## config.mk

```make
export PLATFORM = sky130hd
export DESIGN_NAME = mult_share_arb
export DESIGN_NICKNAME = d
export VERILOG_FILES = /design/src/rtl/mult_share_arb.sv
export SDC_FILE = /design/constraint.sdc
export NUM_CORES = 1
export LEC_CHECK = 0
export BUFFER_PORTS_ARGS = -buffer_cell sky130_fd_sc_hd__clkbuf_2
export CAP_MARGIN = 15
export CORE_AREA = 2 2 93 95
export CTS_CLUSTER_SIZE = 28
export DETAILED_ROUTE_END_ITERATION = 10
export DIE_AREA = 0 0 95 97
export GPL_TIMING_DRIVEN = 0
export PLACE_DENSITY = 0.6
export SLEW_MARGIN = 20
export SYNTH_ARGS = -nofsm -noshare
export SYNTH_HDL_FRONTEND = slang
export SYNTH_SLANG_ARGS = --single-unit
```

## constraint.sdc

```tcl
create_clock -name CLK -period 2.45 [get_ports CLK]
set_clock_uncertainty 0.05 [all_clocks]
set_input_delay 0 -clock CLK [delete_from_list [all_inputs] [get_ports CLK]]
set_output_delay 0 -clock CLK [all_outputs]
set_load 0.05 [all_outputs]
```

## src/rtl/mult_share_arb.sv

```systemverilog
// Round-robin sharing of one pipelined multiplier among NREQ requesters, with a tag
// pipeline that routes each product back to its issuer. Define MULT_SHARE_ARB_PRIO_EN for fixed priority.
module mult_share_arb #(
    parameter int bw   = 16,
    parameter int NREQ = 4,
    parameter int LAT  = 1
) (
    input  logic                      CLK,
    input  logic                      RESETn,
    input  logic [NREQ-1:0]           req_valid,
    output logic [NREQ-1:0]           req_ready,
    input  logic [NREQ*bw-1:0]        req_A,
    input  logic [NREQ*bw-1:0]        req_B,
    output logic [bw-1:0]             mul_A,
    output logic [bw-1:0]             mul_B,
    input  logic [2*bw-1:0]           mul_out,
    output logic [NREQ-1:0]           rsp_valid,
    output logic [2*bw-1:0]           rsp_data,
    output logic [$clog2(LAT+1):0]    inflight
);

    localparam int IDW = (NREQ > 1) ? $clog2(NREQ) : 1;
    localparam int CW  = $clog2(LAT+1) + 1;

    logic                     grant_any;
    logic [IDW-1:0]           grant_id;
    logic                     issue;

    logic [LAT-1:0]           vld_q, vld_d;
    logic [LAT-1:0][IDW-1:0]  id_q, id_d;
    logic [CW-1:0]            inflight_q, inflight_d;

`ifndef MULT_SHARE_ARB_PRIO_EN
    logic [IDW-1:0]           ptr_q, ptr_d;
`endif

    always_comb begin : arb
        int unsigned idx;
        idx       = 0;
        grant_any = 1'b0;
        grant_id  = '0;
        for (int unsigned off = 0; off < NREQ; off++) begin
`ifdef MULT_SHARE_ARB_PRIO_EN
            idx = off;
`else
            idx = (32'(ptr_q) + off) % NREQ;
`endif
            if (!grant_any && req_valid[idx]) begin
                grant_any = 1'b1;
                grant_id  = IDW'(idx);
            end
        end

        // Ready is gated by reset so nothing can hand off while the tags are held clear.
        issue     = grant_any & RESETn;
        req_ready = '0;
        mul_A     = '0;
        mul_B     = '0;
        if (issue) begin
            req_ready[grant_id] = 1'b1;
            mul_A = req_A[grant_id*bw +: bw];
            mul_B = req_B[grant_id*bw +: bw];
        end

`ifndef MULT_SHARE_ARB_PRIO_EN
        ptr_d = ptr_q;
        if (issue) begin
            ptr_d = IDW'((32'(grant_id) + 1) % NREQ);
        end
`endif
    end

    always_comb begin : tags
        vld_d    = '0;
        id_d     = '0;
        vld_d[0] = issue;
        id_d[0]  = grant_id;
        for (int unsigned k = 1; k < LAT; k++) begin
            vld_d[k] = vld_q[k-1];
            id_d[k]  = id_q[k-1];
        end
    end

    always_comb begin : rsp
        rsp_valid = '0;
        if (vld_q[LAT-1]) begin
            rsp_valid[id_q[LAT-1]] = 1'b1;
        end
        // The product still counts as in flight during its response cycle.
        inflight_d = inflight_q + CW'(issue) - CW'(vld_q[LAT-1]);
    end

    always_ff @(posedge CLK or negedge RESETn) begin
        if (!RESETn) begin
            vld_q      <= '0;
            id_q       <= '0;
            inflight_q <= '0;
`ifndef MULT_SHARE_ARB_PRIO_EN
            ptr_q      <= '0;
`endif
        end else begin
            vld_q      <= vld_d;
            id_q       <= id_d;
            inflight_q <= inflight_d;
`ifndef MULT_SHARE_ARB_PRIO_EN
            ptr_q      <= ptr_d;
`endif
        end
    end

    assign rsp_data = mul_out;
    assign inflight = inflight_q;

endmodule

```

Yosys cells after proc, flatten, opt, wreduce, memory -nomap -nowiden
Cells that the tools add are included.
{ "classes": {"bitwise_logic": 1, "shifts": 2, "n_mux": 24, "reduce_logical": 8, "n_addsub": 6, "n_lt_le_gt_ge": 8} }
{ "ops": {"columns": ["operator", "n"], "rows": [
  ["indexed part select 64 x 7 -> 16 bit", 2],
  ["2-to-1 mux 16 bit", 2],
  ["< comparator 2 x 3 -> 1 bit (second input constant)", 6],
  ["2-to-1 mux 1 bit", 10],
  ["binary-select mux 1 bit (select 2 bit)", 4],
  ["2-to-1 mux 2 bit", 4],
  ["2-to-1 mux 4 bit", 2],
  ["logical AND 1 bit", 5],
  ["adder 2 x 1 -> 2 bit (second input constant)", 2],
  ["adder 2 bit (second input constant)", 2],
  ["demux 1 bit (select 2 bit)", 2],
  [">= comparator 2 x 1 -> 1 bit (second input constant)", 2],
  ["zero test 1 bit", 3],
  ["adder 2 x 1 -> 2 bit", 1],
  ["subtractor 2 x 1 -> 2 bit", 1],
  ["bitwise AND 1 bit", 1]
]} }
{ "word_totals": {"out_inout_bits": 74, "in_bits": 166, "regBits": 7} }

Logic depth before layout (Yosys ltp)
Gate-level depths: netlist (run 1).
{ "depth": {"ltp_word": 17, "mapped_depth": 8, "ltp_nobuf": 6} }

Worst setup path before layout (run 1)
No wires, ideal clock.
{ "synth_timing": {"path_kind": "reg2out", "start": "register ptr_q[1]", "end": "output mul_A[0]", "path_buffers": 1, "path_stages_with_launch": 7, "slack_ns": 0.406, "t_arrival_ns": 1.994, "required_time_ns": 2.400, "path_cell_list": "dfrtp_1 -> mux2i_1 -> nor2_1 -> nor3_4 -> nand2_2 -> buf_6 -> o22ai_1"} }
{ "synth_via": {"elab_chain_len": 14, "elab_cells_between_ends": 28} }
{ "synth_lines": {"columns": ["element", "line", "rtl"], "rows": [
  ["start: declaration", "34", "logic [IDW-1:0] ptr_q, ptr_d;"],
  ["start signal: assignment", "106", "ptr_q <= ptr_d;"],
  ["parallel branches: the longest is 11 deep, another holds adder 2 x 1 -> 2 bit", null, null],
  ["2-to-1 mux 2 bit *", "48", "if (!grant_any && req_valid[idx]) begin"],
  ["net grant_id[0]", "26", "logic [IDW-1:0] grant_id;"],
  ["indexed part select 64 x 7 -> 16 bit *", "61", "mul_A = req_A[grant_id*bw +: bw];"],
  ["2-to-1 mux 16 bit *", "59", "if (issue) begin"],
  ["end: declaration", "14", "output logic [bw-1:0] mul_A,"]
]} }
Mark *: on every way through the listed nets, which the timed path passes. The select of a mux whose other input is x is not followed.

Worst setup path in the final report (run 1)
{ "layout_timing": {"start": "register ptr_q[1]", "end": "output mul_B[15]"} }
{ "layout_via": {"elab_chain_len": 14, "elab_cells_between_ends": 28} }
{ "layout_lines": {"columns": ["element", "line", "rtl"], "rows": [
  ["parallel branches: the longest is 13 deep, another holds adder 2 x 1 -> 2 bit", null, null],
  ["2-to-1 mux 16 bit *", "59", null],
  ["end: declaration", "15", "output logic [bw-1:0] mul_B,"]
]} }
Every way passes the cells marked *. The select of a mux whose other input is x is not followed.

==> results.yml, run 1 <==
cells_and_area:
  area_growth_pct: 65.7
  num_antenna_cells: 0
  layout_common_cells: "clkbuf_2, mux2i_1, buf_4, o22ai_2, o22ai_1"
  drive_above_1_share_pct: 71.8
  finalNonFillerCells: 502
  layout_commonest_cell: "clkbuf_2"
  nets: 569
  post-route-util_pct: 37.9
route:
  post-route-drc-count: 0
  ant_nets: 0
  routed_wl_mm: 6.85
  routedWlPerCell_um: 13.7
  dr.pass1.iters: 4
  drtIter0Drc: 32
  viasPerCell: 4.44
  via_count: 2228
pwr:
  static-leakage-power_nw: 1.81
  powerDensity_nw_per_um2: 833
  ir_worst_vdd_mv: 0.339
die:
  core_area_um2: 8130
  die_w_um: 95
  die_area_um2: 9220
  rows: 33
  fp.dieH_um: 97
  initial_core_util_pct: 22.9
  io_pins: 240
clocking:
  root_buffer: "clkbuf_8"
  hold_buffers: 1
  insertion_delay_ns: 0.22
  clk_path_buf_depth: 2
  cts.clk_slew.worst_paths_ns: 0.04
  cts_setup_buffers: 0
  htreeDepth: 1
  cts_tree: "yes"
  cts_inserted_buffers: 3
  cts_resized: 0
  clock_sinks: 7
synth:
  synth.distinct_cells: 31
  synthesis.area_um2: 1860
  ys_seq_area_share_pct: 9.41
  syn_inst: 185
  ys_warn_count: 0
  synth_area_per_cell_um2: 10.1
  ys_ff_latch: 7
  synth_fp_nets: 356
global_route:
  grtUsageTotal_pct: 14.0
  antenna_found_initial: 0
  grt_pass1_wl_mm: 10.4
  grt_pass1_vias: 2245
  gr-total-overflow: 0
  grt_max_degree: 13
worst_setup_path:
  crit_arrival_ns: 2.19
  path_buf_inv: 3
  required_ns: 2.40
  start_kind: "flop"
  crit_fanout: 10
  crit_chain: "nand2_1 > nand3b_1 > a2bb2oi_2 > buf_6 > buf_12 > mux2i_1 > o22ai_1 > clkbuf_2"
  critical_path_class: "reg2out"
  cpPeakStageDelay_ns: 0.44
  crit_family: "buffers and inverters"
  crit_slowest_cell: "dfrtp_1"
  worstSetupEndpointType: "output pin"
timing:
  fin_crit_ns: 2.24
  rsz0062_at_grt: "no"
  final.period_utilization_pct: 91.3
  max_freq_ghz: 0.447
  finalHoldWorstSlack_ns: 0.100
  relSlewSlack_pct: 76.1
  hold_violations: 0
  finalSetupViolCount: 0
  final.setup.tns_ns: 0
  slew_viol_final: 0
  tightest_slew_ns: 0.358
run:
  drv_cap: 0
place:
  hpwl_mm: 5.92
  place_inst: 497
  port_buffers: 207
  globalplace.congestion: 0.810
outcome:
  status: "completed"
min_path:
  hp-class: "in2async"
-- through the flow --
| stage | total power, mW | worst slack (ns) | instance area [um2] |
|---|---|---|---|
| floorplan | 1.95 | 0.406 | 1860 |
| global placement | 2.42 | 0.386 | 3030 |
| detailed placement | 2.44 | 0.375 | 3030 |
| CTS | 2.60 | 0.132 | 3080 |
| global route | 2.71 | 0.0443 | 3080 |
| finish | 2.57 | 0.212 | 3080 |
-- cell usage after synthesis (all sizes together) --
| cell | count | area share (%) |
|---|---|---|
| and3 | 1 | 0.34 |
| nor2 | 2 | 0.40 |
| mux2i | 65 | 35 |
| nor3 | 1 | 0.87 |
| nor3b | 2 | 0.81 |
| and3b | 1 | 0.47 |
| o41a | 1 | 0.61 |
| a2bb2oi | 1 | 0.81 |
| clkbuf | 2 | 0.81 |
| ha | 5 | 3.4 |
| mux2 | 1 | 0.61 |
| xor2 | 1 | 0.47 |
| nor2b | 1 | 0.34 |
| a21oi | 3 | 1.0 |
| inv | 3 | 0.61 |
| dfrtp | 7 | 9.4 |
| and2 | 4 | 1.3 |
| buf | 44 | 21 |
| nand3b | 1 | 0.40 |
| xnor2 | 2 | 0.94 |
| o22ai | 32 | 18 |
| nand2 | 4 | 1.3 |
| o21ai | 1 | 0.27 |
-- state kept, by name (all words and copies together) (netlist names) --
name,flops
id_q,2
inflight,2
ptr_q,2
vld_q,1
-- per-layer routing --
layer | track usage (%) | routed length [um] | up-vias
li1 | - | - | 1082
met1 | 17.5 | 2790 | 1026
met2 | 25.5 | 3540 | 114
met3 | 1.40 | 446 | 6
met4 | 2.90 | 79 | 0
met5 | 0 | 0 | -
-- where the power goes --
| part | leakage, nW | switching [mW] | internal, mW |
|---|---|---|---|
| Sequential | 0.0826 | 0.0392 | 0.160 |
| Clock | 0.0228 | 0.0468 | 0.112 |
| Combinational | 1.70 | 1.42 | 0.792 |
-- cell type report --
type,instances,area (um2)
Fill cell,850,5050
Tap cell,105,131
Clock buffer,4,45.0
Multi-Input combinational cell,129,1260
Timing Repair Buffer,208,1050
Buffer,46,412
Sequential cell,7,175
Inverter,3,11.3
-- logic make-up (layout without fill, tap and decap cells) --
group                      after synthesis  count (layout)  share of synthesized area, %
and+or+nand+nor                         17              17                          6.32
AOI/OAI and AO/OA                       38              38                          21.2
buffers and inverters                   49             261                          22.7
xor gates and xnor gates                 3               3                          1.41
muxes                                   66              66                          35.6
adders and majority gates                5               5                          3.36
DFF                                      7               7                          9.42
-- path summary, 6_finish.rpt --
| kind | from | end | slack [ns] | cells past startpoint |
|---|---|---|---|---|
| setup / recovery | ptr_q[1] | mul_B[15] | 0.21 | 8 |
| setup reg to reg | ptr_q[1] | ptr_q[1] | 0.41 | 7 |
| hold / removal | RESETn | inflight[0] | 0.10 | 2 |
| max in group asynchronous | RESETn | ptr_q[0] | 2.08 | 2 |
| min in group CLK | req_valid[3] | id_q[0] | 0.19 | 3 |
| hold reg to reg | inflight[0] | inflight[0] | 0.46 | 1 |
-- worst register-to-register path: stages (launching register included) --
cell,delay (ns)
dfrtp_1,0.44
nand2_1,0.11
nand3b_1,0.09
a2bb2oi_2,0.26
buf_6,0.25
buf_8,0.19
ha_1,0.25
mux2_1,0.29
(Power assumes the default switching activity.)
==> run 2, diff against run 1 <==
--- a/config.mk
+++ b/config.mk
@@ -8,11 +8,13 @@
 export BUFFER_PORTS_ARGS = -buffer_cell sky130_fd_sc_hd__clkbuf_2
 export CAP_MARGIN = 15
 export CORE_AREA = 2 2 93 95
+export CTS_BUF_LIST = sky130_fd_sc_hd__clkbuf_8 sky130_fd_sc_hd__clkbuf_16
 export CTS_CLUSTER_SIZE = 28
 export DETAILED_ROUTE_END_ITERATION = 10
 export DIE_AREA = 0 0 95 97
 export GPL_TIMING_DRIVEN = 0
 export PLACE_DENSITY = 0.6
+export SKIP_CTS_REPAIR_TIMING = 1
 export SLEW_MARGIN = 20
 export SYNTH_ARGS = -nofsm -noshare
 export SYNTH_HDL_FRONTEND = slang
==> results.yml, run 2 (synthesis results as in run 1) <==
place:
  globalplace.congestion: 0.810
  postPlaceCellArea_um2: 3030
  port_buffers: 207
  post-place-ws_ns: 0.375
  hpwl_mm: 5.92
  place_inst: 497
pwr:
  p_sw_mw: 1.50
  static-leakage-power_nw: 1.81
  combPwrFrac_pct: 86.2
  p_clk_share_pct: 6.0
  seqPwrFrac_pct: 7.8
  powerDensity_nw_per_um2: 832
  ir_worst_vdd_mv: 0.339
  p_sw_share_pct: 58.6
  internal_power_mw: 1.06
timing:
  fin_crit_ns: 2.24
  hold_violations: 0
  final.period_utilization_pct: 91.3
  final.setup.tns_ns: 0
  max_freq_ghz: 0.447
  tightest_slew_ns: 0.358
  finalSetupViolCount: 0
  rsz0062_at_grt: "no"
  relSlewSlack_pct: 76.1
  setup_ws_ns: 0.213
  slew_viol_final: 0
route:
  dr.pass1.iters: 4
  routed_wl_mm: 6.85
  ant_nets: 0
  post-route-drc-count: 0
  via_count: 2230
  viasPerCell: 4.44
  routedWlPerCell_um: 13.6
  drtIter0Drc: 32
cells_and_area:
  layout_common_cells: "clkbuf_2, mux2i_1, buf_4, o22ai_2, o22ai_1"
  post-route-util_pct: 37.9
  stdcell_area_um2: 3080
  drive_above_1_share_pct: 71.8
  layout_commonest_cell: "clkbuf_2"
  fillCellCount: 850
  num_antenna_cells: 0
  area_growth_pct: 65.7
  nets: 569
  finalNonFillerCells: 502
clocking:
  cts_tree: "yes"
  clock_sinks: 7
  htreeDepth: 1
  clk_path_buf_depth: 2
  cts.clk_slew.worst_paths_ns: 0.04
  root_buffer: "clkbuf_8"
  insertion_delay_ns: 0.22
  cts_inserted_buffers: 3
global_route:
  gr-total-overflow: 0
  grtUsageTotal_pct: 14.0
  antenna_found_initial: 0
  grt_pass1_vias: 2245
  grt_max_degree: 13
  grt_pass1_wl_mm: 10.4
worst_setup_path:
  crit_fanout: 10
  critical_path_class: "reg2out"
  crit_slowest_cell: "dfrtp_1"
  start_kind: "flop"
  crit_arrival_ns: 2.19
  path_buf_inv: 3
  crit_family: "buffers and inverters"
  crit_chain: "nand2_1 > nand3b_1 > a2bb2oi_2 > buf_6 > buf_12 > mux2i_1 > o22ai_1 > clkbuf_2"
  required_ns: 2.40
  cpPeakStageDelay_ns: 0.44
  worstSetupEndpointType: "output pin"
die:
  core_area_um2: 8130
  rows: 33
  fp.dieH_um: 97
  initial_core_util_pct: 22.9
  io_pins: 240
  die_area_um2: 9220
  die_w_um: 95
run:
  drv_cap: 0
min_path:
  hp-class: "in2async"
outcome:
  status: "completed"
==> run 2: cell type report <==
class | instances | area [um2] | share of cell area, %
clock buffer | 3 | 41.3 | 1.34
buffer | 46 | 412 | 13.4
multi-input combinational | 129 | 1260 | 40.9
inverter | 3 | 11.3 | 0.365
sequential | 7 | 175 | 5.68
clock inverter | 1 | 3.75 | 0.122
timing repair buffer | 208 | 1050 | 33.9
tap | 105 | 131 | 4.26
==> run 2: stage by stage <==
step / hold WS [ns] / power, mW
floorplan: -0.346 / 1.95
global placement: -0.200 / 2.42
detailed placement: -0.198 / 2.44
CTS: -0.438 / 2.60
global route: 0.127 / 2.71
finish: 0.100 / 2.56
==> run 2: final timing paths <==
path	from	end	slack, ns	cells past startpoint
setup / recovery	ptr_q[1]	mul_B[15]	0.21	8
min in group CLK	req_valid[3]	id_q[0]	0.19	3
setup reg to reg	ptr_q[1]	ptr_q[1]	0.41	7
hold / removal	RESETn	inflight[0]	0.10	2
hold reg to reg	inflight[0]	inflight[0]	0.46	1
max in group asynchronous	RESETn	ptr_q[0]	2.08	2
==> run 2: power by group through the flow <==
stage               Clock, mW  Combinational (mW)  Sequential (mW)
finish                  0.155                2.21            0.199
global route            0.164                2.34            0.205
CTS                     0.158                2.24            0.199
detailed placement          0                2.23            0.201
global placement            0                2.22            0.197
floorplan                   0                1.70            0.253
==> run 2: worst reg2reg max path, cell delays in order, from the launching register on <==
cell	delay, ns
dfrtp_1	0.44
nand2_1	0.11
nand3b_1	0.09
a2bb2oi_2	0.26
buf_6	0.25
buf_8	0.19
ha_1	0.25
mux2_1	0.29
==> run 2: metal layers <==
metal / track usage (%) / part of all wire (%) / vias up
li1: - / - / 1082
met1: 17.5 / 41 / 1028
met2: 25.5 / 52 / 114
met3: 1.40 / 6.5 / 6
met4: 2.90 / 1.2 / 0
met5: 0 / 0 / -
